===== config.mk =====
export PLATFORM = sky130hd
export DESIGN_NAME = sudoku_cell_cursor_flat
export DESIGN_NICKNAME = d
export VERILOG_FILES = /design/src/rtl/sudoku_pkg.sv /design/src/rtl/sudoku_cell_cursor_if.sv /design/src/rtl/bounded_updown_counter.sv /design/src/rtl/sudoku_cell_cursor.sv /design/src/flat_wrapper.sv
export SDC_FILE = /design/constraint.sdc
export NUM_CORES = 1
export LEC_CHECK = 0
export CAP_MARGIN = 20
export CORE_MARGIN = 10
export CORE_UTILIZATION = 40
export DETAILED_ROUTE_END_ITERATION = 8
export SLEW_MARGIN = 15
export SYNTH_ARGS = -nofsm -noshare
export SYNTH_HDL_FRONTEND = slang
export SYNTH_HIERARCHICAL = 1
export SYNTH_SLANG_ARGS = --single-unit
export TNS_END_PERCENT = 50

===== constraint.sdc =====
create_clock -name clock -period 3.9 [get_ports clock]
set_input_delay 0.78 -clock clock [delete_from_list [all_inputs] [get_ports clock]]
set_output_delay 0.78 -clock clock [all_outputs]
set_load 0.01 [all_outputs]

===== src/rtl/sudoku_pkg.sv =====
// Shared grid geometry, cursor state encoding and divider-free box helpers for the
// Sudoku cell cursor.
package sudoku_pkg;

  localparam int unsigned GRID_DIM  = 9;
  localparam int unsigned BOX_DIM   = 3;
  localparam int unsigned CELLS     = GRID_DIM * GRID_DIM;
  localparam int unsigned IDX_WIDTH = 7;
  localparam int unsigned RC_WIDTH  = 4;

  typedef enum logic [1:0] {
    StIdle,
    StRun,
    StSolved,
    StExhausted
  } cursor_state_e;

  // Box coordinate of a row or column, found by comparing against multiples of BOX_DIM.
  function automatic logic [RC_WIDTH-1:0] box_of(input logic [RC_WIDTH-1:0] v);
    logic [RC_WIDTH-1:0] b;
    b = '0;
    for (int unsigned k = 1; k < BOX_DIM; k++) begin
      if (v >= RC_WIDTH'(k * BOX_DIM)) b = b + RC_WIDTH'(1);
    end
    return b;
  endfunction

  function automatic logic at_box_hi(input logic [RC_WIDTH-1:0] v);
    logic hit;
    hit = 1'b0;
    for (int unsigned k = 0; k < BOX_DIM; k++) begin
      if (v == RC_WIDTH'(k * BOX_DIM + BOX_DIM - 1)) hit = 1'b1;
    end
    return hit;
  endfunction

  function automatic logic at_box_lo(input logic [RC_WIDTH-1:0] v);
    logic hit;
    hit = 1'b0;
    for (int unsigned k = 0; k < BOX_DIM; k++) begin
      if (v == RC_WIDTH'(k * BOX_DIM)) hit = 1'b1;
    end
    return hit;
  endfunction

endpackage


===== src/rtl/sudoku_cell_cursor_if.sv =====
// Command and status bundle between the backtracking solver and the cell cursor.
interface sudoku_cell_cursor_if;

  logic                               start;
  logic                               fwd;
  logic                               back;
  logic                               load;
  logic [sudoku_pkg::RC_WIDTH-1:0]    load_row;
  logic [sudoku_pkg::RC_WIDTH-1:0]    load_col;
  logic                               wrap_mode;
  logic [sudoku_pkg::IDX_WIDTH-1:0]   index;
  logic [sudoku_pkg::RC_WIDTH-1:0]    row;
  logic [sudoku_pkg::RC_WIDTH-1:0]    col;
  logic [sudoku_pkg::RC_WIDTH-1:0]    box;
  logic                               active;
  logic                               first;
  logic                               last;
  logic                               solved_pulse;
  logic                               exhausted_pulse;
  logic                               load_error;

  modport master (
    output start, fwd, back, load, load_row, load_col, wrap_mode,
    input  index, row, col, box, active, first, last, solved_pulse, exhausted_pulse, load_error
  );

  modport slave (
    input  start, fwd, back, load, load_row, load_col, wrap_mode,
    output index, row, col, box, active, first, last, solved_pulse, exhausted_pulse, load_error
  );

endinterface


===== src/rtl/bounded_updown_counter.sv =====
// Modulo-MODULUS up/down counter with parallel load; carry/borrow flag the wrapping step.
module bounded_updown_counter #(
  parameter int unsigned WIDTH   = 4,
  parameter int unsigned MODULUS = 9
) (
  input  logic             clock,
  input  logic             reset,
  input  logic             inc,
  input  logic             dec,
  input  logic             ld,
  input  logic [WIDTH-1:0] ld_val,
  output logic [WIDTH-1:0] value,
  output logic             carry,
  output logic             borrow
);

  localparam logic [WIDTH-1:0] MaxVal = WIDTH'(MODULUS - 1);

  logic [WIDTH-1:0] value_d, value_q;
  logic             up, down;

  assign up     = inc && !dec && !ld;
  assign down   = dec && !inc && !ld;
  assign carry  = up && (value_q == MaxVal);
  assign borrow = down && (value_q == '0);

  always_comb begin
    value_d = value_q;
    if (ld) begin
      value_d = ld_val;
    end else if (up) begin
      value_d = carry ? '0 : value_q + WIDTH'(1);
    end else if (down) begin
      value_d = borrow ? MaxVal : value_q - WIDTH'(1);
    end
  end

  always_ff @(posedge clock) begin
    if (reset) value_q <= '0;
    else       value_q <= value_d;
  end

  assign value = value_q;

endmodule


===== src/rtl/sudoku_cell_cursor.sv =====
// Row-major Sudoku cell cursor: cascaded bounded counters keep index/row/col/box in step
// without a divider; supports back-stepping, direct load and wrap/terminate at the ends.
module sudoku_cell_cursor
  import sudoku_pkg::*;
(
  input logic                 clock,
  input logic                 reset,
  sudoku_cell_cursor_if.slave bus
);

  cursor_state_e state_q, state_d;

  logic                 move_fwd, move_back, ld_all;
  logic [RC_WIDTH-1:0]  ld_row, ld_col;
  logic [IDX_WIDTH-1:0] ld_idx;
  logic                 solved_d, exhausted_d, load_err_d;
  logic                 solved_q, exhausted_q, load_err_q;
  logic                 coords_ok, is_first, is_last;

  logic [IDX_WIDTH-1:0] idx_val;
  logic [RC_WIDTH-1:0]  col_val, row_val, bcol_val, brow_val;
  logic                 idx_carry, idx_borrow, col_carry, col_borrow, row_carry, row_borrow;
  logic                 bcol_carry, bcol_borrow, brow_carry, brow_borrow;

  assign coords_ok = (bus.load_row < RC_WIDTH'(GRID_DIM)) && (bus.load_col < RC_WIDTH'(GRID_DIM));
  assign is_first  = (idx_val == '0);
  assign is_last   = (idx_val == IDX_WIDTH'(CELLS - 1));
  assign ld_idx    = IDX_WIDTH'(ld_row) * IDX_WIDTH'(GRID_DIM) + IDX_WIDTH'(ld_col);

  always_comb begin
    state_d     = state_q;
    move_fwd    = 1'b0;
    move_back   = 1'b0;
    ld_all      = 1'b0;
    ld_row      = '0;
    ld_col      = '0;
    solved_d    = 1'b0;
    exhausted_d = 1'b0;
    load_err_d  = 1'b0;
    unique case (state_q)
      StRun: begin
        if (bus.start) begin
          ld_all = 1'b1;
        end else if (bus.load) begin
          if (coords_ok) begin
            ld_all = 1'b1;
            ld_row = bus.load_row;
            ld_col = bus.load_col;
          end else begin
            load_err_d = 1'b1;
          end
        end else if (bus.fwd && bus.back) begin
          // Conflicting step requests cancel out.
        end else if (bus.fwd) begin
          if (is_last) begin
            solved_d = 1'b1;
            if (bus.wrap_mode) move_fwd = 1'b1;
            else               state_d  = StSolved;
          end else begin
            move_fwd = 1'b1;
          end
        end else if (bus.back) begin
          if (is_first) begin
            exhausted_d = 1'b1;
            if (bus.wrap_mode) move_back = 1'b1;
            else               state_d   = StExhausted;
          end else begin
            move_back = 1'b1;
          end
        end
      end
      default: begin
        if (bus.start) begin
          ld_all  = 1'b1;
          state_d = StRun;
        end
      end
    endcase
  end

  always_ff @(posedge clock) begin
    if (reset) begin
      state_q     <= StIdle;
      solved_q    <= 1'b0;
      exhausted_q <= 1'b0;
      load_err_q  <= 1'b0;
    end else begin
      state_q     <= state_d;
      solved_q    <= solved_d;
      exhausted_q <= exhausted_d;
      load_err_q  <= load_err_d;
    end
  end

  // Every counter wraps at its modulus, so a wrapping step needs no special load.
  bounded_updown_counter #(.WIDTH(IDX_WIDTH), .MODULUS(CELLS)) u_idx (
    .clock (clock), .reset (reset), .inc (move_fwd), .dec (move_back), .ld (ld_all),
    .ld_val (ld_idx), .value (idx_val), .carry (idx_carry), .borrow (idx_borrow)
  );

  bounded_updown_counter #(.WIDTH(RC_WIDTH), .MODULUS(GRID_DIM)) u_col (
    .clock (clock), .reset (reset), .inc (move_fwd), .dec (move_back), .ld (ld_all),
    .ld_val (ld_col), .value (col_val), .carry (col_carry), .borrow (col_borrow)
  );

  bounded_updown_counter #(.WIDTH(RC_WIDTH), .MODULUS(GRID_DIM)) u_row (
    .clock (clock), .reset (reset), .inc (col_carry), .dec (col_borrow), .ld (ld_all),
    .ld_val (ld_row), .value (row_val), .carry (row_carry), .borrow (row_borrow)
  );

  bounded_updown_counter #(.WIDTH(RC_WIDTH), .MODULUS(BOX_DIM)) u_box_col (
    .clock (clock), .reset (reset),
    .inc (move_fwd && at_box_hi(col_val)), .dec (move_back && at_box_lo(col_val)),
    .ld (ld_all), .ld_val (box_of(ld_col)),
    .value (bcol_val), .carry (bcol_carry), .borrow (bcol_borrow)
  );

  bounded_updown_counter #(.WIDTH(RC_WIDTH), .MODULUS(BOX_DIM)) u_box_row (
    .clock (clock), .reset (reset),
    .inc (col_carry && at_box_hi(row_val)), .dec (col_borrow && at_box_lo(row_val)),
    .ld (ld_all), .ld_val (box_of(ld_row)),
    .value (brow_val), .carry (brow_carry), .borrow (brow_borrow)
  );

  assign bus.index           = idx_val;
  assign bus.row             = row_val;
  assign bus.col             = col_val;
  assign bus.box             = RC_WIDTH'(32'(brow_val) * BOX_DIM + 32'(bcol_val));
  assign bus.active          = (state_q == StRun);
  assign bus.first           = is_first;
  assign bus.last            = is_last;
  assign bus.solved_pulse    = solved_q;
  assign bus.exhausted_pulse = exhausted_q;
  assign bus.load_error      = load_err_q;

  a_index_consistent: assert property (@(posedge clock) disable iff (reset)
    32'(idx_val) == 32'(row_val) * GRID_DIM + 32'(col_val));
  a_box_consistent: assert property (@(posedge clock) disable iff (reset)
    (bcol_val == box_of(col_val)) && (brow_val == box_of(row_val)));
  a_in_range: assert property (@(posedge clock) disable iff (reset)
    (row_val < RC_WIDTH'(GRID_DIM)) && (col_val < RC_WIDTH'(GRID_DIM))
    && (bus.box < RC_WIDTH'(GRID_DIM)));
  a_cascade: assert property (@(posedge clock) disable iff (reset)
    (bcol_carry == col_carry) && (brow_carry == row_carry) && (idx_carry == row_carry)
    && (bcol_borrow == col_borrow) && (brow_borrow == row_borrow)
    && (idx_borrow == row_borrow));

endmodule

===== src/flat_wrapper.sv =====
// flat-port wrapper written by rule: the top's interface ports become plain ports
module sudoku_cell_cursor_flat import sudoku_pkg::*;
  (clock, reset, bus_start, bus_fwd, bus_back, bus_load, bus_load_row, bus_load_col, bus_wrap_mode, bus_index, bus_row, bus_col, bus_box, bus_active, bus_first, bus_last, bus_solved_pulse, bus_exhausted_pulse, bus_load_error);
  sudoku_cell_cursor_if bus_i ();
  input logic clock;
  input logic reset;
  input wire logic [$bits(bus_i.start)-1:0] bus_start;
  input wire logic [$bits(bus_i.fwd)-1:0] bus_fwd;
  input wire logic [$bits(bus_i.back)-1:0] bus_back;
  input wire logic [$bits(bus_i.load)-1:0] bus_load;
  input wire logic [$bits(bus_i.load_row)-1:0] bus_load_row;
  input wire logic [$bits(bus_i.load_col)-1:0] bus_load_col;
  input wire logic [$bits(bus_i.wrap_mode)-1:0] bus_wrap_mode;
  output wire logic [$bits(bus_i.index)-1:0] bus_index;
  output wire logic [$bits(bus_i.row)-1:0] bus_row;
  output wire logic [$bits(bus_i.col)-1:0] bus_col;
  output wire logic [$bits(bus_i.box)-1:0] bus_box;
  output wire logic [$bits(bus_i.active)-1:0] bus_active;
  output wire logic [$bits(bus_i.first)-1:0] bus_first;
  output wire logic [$bits(bus_i.last)-1:0] bus_last;
  output wire logic [$bits(bus_i.solved_pulse)-1:0] bus_solved_pulse;
  output wire logic [$bits(bus_i.exhausted_pulse)-1:0] bus_exhausted_pulse;
  output wire logic [$bits(bus_i.load_error)-1:0] bus_load_error;
  assign bus_i.start = bus_start;
  assign bus_i.fwd = bus_fwd;
  assign bus_i.back = bus_back;
  assign bus_i.load = bus_load;
  assign bus_i.load_row = bus_load_row;
  assign bus_i.load_col = bus_load_col;
  assign bus_i.wrap_mode = bus_wrap_mode;
  assign bus_index = bus_i.index;
  assign bus_row = bus_i.row;
  assign bus_col = bus_i.col;
  assign bus_box = bus_i.box;
  assign bus_active = bus_i.active;
  assign bus_first = bus_i.first;
  assign bus_last = bus_i.last;
  assign bus_solved_pulse = bus_i.solved_pulse;
  assign bus_exhausted_pulse = bus_i.exhausted_pulse;
  assign bus_load_error = bus_i.load_error;
  sudoku_cell_cursor u_core (.clock(clock), .reset(reset), .bus(bus_i));
endmodule

==> flow_summary.toml <==
[clocking]
cts_tree = "built"
cts-root-buf = "clkbuf_8"
clk_pin_slew_worst_paths_ps = 110
cts_resized = 0
clock_path_buffers = 2
post_cts_buffers = 0
clk-insertion-delay-late_ps = 290
cts_sinks = 28
cts_max_level = 1
cts_inserted_buffers = 3
ctsHoldBuffers = 0

[setup_path]
crit_fanout = 8
critPathArrivalTime_ps = 3890
worstRegToRegCells = 12
r2r_start = "u_core/u_idx/value[1]"
end_kind = "flop"
cp_data_required_time_ps = 4130
reg2reg_to = "u_core/u_box_row/value[1]"
startpoint_type = "input pin"
crit_type = "input pin to flop"
r2r_setup_slack_ps = 440

[sta]
hold_viol = 0
drv_slew = 0
period_needed_ps = 3662
tns_ps = 0
slew_headroom_pct = 52.75
rsz0062_at_grt = "no"
fin_skew_ps = 6.017
finalCritPeriodShare_pct = 93.91
worst_hold_slack_ps = 530.4
fmax_ghz = 0.2731
setup_violations = 0
worst_slew_pin_slew_ps = 706.5

[grt]
use_met3_pct = 2.381
grt_pass1_wl_mm = 15.28
grt_usage_pct = 13.97
grt.busiest_layer = "met2"
antenna_found_initial = 0
grt_start_max_net_pins = 40
globalRouteMet2Util_pct = 22.44
grtUsageMet1_pct = 19.01
grt_pass1_vias = 3153
grt-ovfl-total = 0

[power_and_ir_drop]
pwr-share-clk_pct = 25.7
sequentialPowerShare_pct = 36.9
p_int_mw = 0.6208
p_per_area_mw_per_mm2 = 232.4
swShare_pct = 34.83
irDropWorstVdd_uv = 143.9
p_switching_mw = 0.3317
leakage_nw = 1.763
power.share.combinational_pct = 37.4

[floorplan]
die_w_um = 111.0
io_pins = 40
die_height_um = 111.0
dieArea_mm2 = 0.01232
core_area_mm2 = 0.008134
start_util_pct = 40.72
row_count = 33

[drt]
vias = 3167
viasPerCell = 5.605
wl_mm = 9.031
drc_errors = 0
wl_per_cell_um = 15.98
ant_nets = 0
drtIter0Drc = 177
firstDrtPassIters = 4

[layout]
fin_nets = 512
syn2layout_area_growth_pct = 23.76
fin_area_mm2 = 0.004099
fillers = 798
postLayoutCoreUtil_pct = 50.39
final_cells = 565
diodes = 0
drive_above_1_share_pct = 15.87

[placed_design]
place_area_mm2 = 0.004011
dpl.cell_count = 561
place.gp.congestion = 0.8840
port-buffer-count = 39
hpwl_mm = 7.017

[logic_synthesis]
netlist_instances = 394
synthesis.area_mm2 = 0.003312
ys_warn_count = 6
postSynthAreaPerCell_um2 = 8.406

[worst_hold_path]
worstHoldStart = "u_core/state_q[1]"
hold_depth = 2
hold_path_end = "u_core/state_q[1]"
hold_class = "flop to flop"

[job]
drv_cap = 0

[run_status]
outcome = "finished clean"
==> worst max path at each step <==
stage                          startpoint               endpoint  slack [ps]  cells past startpoint
after detailed placement  bus_load_row[0]  u_core/u_idx/value[6]        -170                     15
final                     bus_load_row[0]  u_core/u_idx/value[6]         240                     15
after global routing      bus_load_row[0]  u_core/u_idx/value[6]          10                     15
after global placement    bus_load_row[0]  u_core/u_idx/value[6]         -20                     15
after floorplan           bus_load_col[2]  u_core/u_idx/value[6]         420                     14
after CTS                 bus_load_row[0]  u_core/u_idx/value[6]         140                     15
==> power groups by stage <==
stage                     logic, mW  clock network [mW]  registers, mW
after detailed placement      0.353                   0          0.358
after global placement        0.349                   0          0.357
after floorplan               0.233                   0          0.346
after global routing          0.393               0.258          0.357
final                         0.357               0.245          0.351
after CTS                     0.355               0.252          0.352
==> cell usage in the layout (no fill, tap or decap), types with 3 or more instances in the layout <==
| master | instances |
|---|---|
| clkdlybuf4s50_1 | 39 |
| buf_4 | 35 |
| ha_1 | 32 |
| inv_1 | 30 |
| dfxtp_1 | 28 |
| a21oi_1 | 27 |
| nor2_1 | 23 |
| xor2_1 | 16 |
| nand2_1 | 15 |
| nor3_1 | 15 |
| a211oi_1 | 13 |
| nor2b_1 | 13 |
| o21ai_0 | 9 |
| xnor2_1 | 9 |
| nand3_1 | 9 |
| and2_1 | 8 |
| nand2b_1 | 8 |
| a21o_1 | 7 |
| nor3b_1 | 6 |
| nand3b_1 | 6 |
| a31oi_1 | 6 |
| a211o_1 | 5 |
| or3_1 | 5 |
| o221ai_1 | 5 |
| a211oi_2 | 5 |
| a221oi_1 | 5 |
| o21ai_1 | 5 |
| fa_1 | 4 |
| conb_1 | 4 |
| a221oi_2 | 4 |
| clkbuf_8 | 3 |
| nand4_1 | 3 |
| o21bai_1 | 3 |
==> cell type report <==
type                            instances  area [um2]  share of cell area, %
Multi-Input combinational cell        324        2570                  62.70
Timing Repair Buffer                   74       653.1                  15.93
Sequential cell                        28       560.5                  13.68
Tap cell                              105       131.4                  3.205
Inverter                               30       112.6                  2.747
Clock buffer                            3       41.29                  1.007
Clock inverter                          1       30.03                 0.7326
==> routing by layer <==
layer	share of wire (%)	vias to the layer above	wire [um]
li1	-	1598	-
met1	50	1499	4537
met2	44	66	4013
met3	4.8	4	433
met4	0.51	0	46
met5	0	-	0
==> per-stage QoR <==
step | worst slack, ps | total power, mW
CTS | 139.3 | 0.9590
floorplan | 424.1 | 0.5787
global route | 9.650 | 1.008
detailed placement | -174.4 | 0.7110
finish | 237.7 | 0.9526
global placement | -19.89 | 0.7063
==> registers in the layout (all words and copies together), names as in the netlist <==
name	flops
u_core/bus.load_error	1
u_core/u_row/value	4
u_core/u_col/value	4
u_core/u_box_row/value	4
u_core/u_idx/value	7
u_core/bus.solved_pulse	1
u_core/bus.exhausted_pulse	1
u_core/u_box_col/value	4
u_core/state_q	2
==> critical path, cell delays in order <==
cell and delay (ps):
clkdlybuf4s50_1 490, o31ai_4 310, and4_4 300, and2_1 170, ha_1 230, ha_1 280
ha_1 330, o21ai_0 180, o21bai_1 80, a21oi_1 170, xnor2_1 130, inv_1 50
a21oi_1 140, o31ai_1 100, a31oi_1 140
Power figures use the tool's default switching activity.
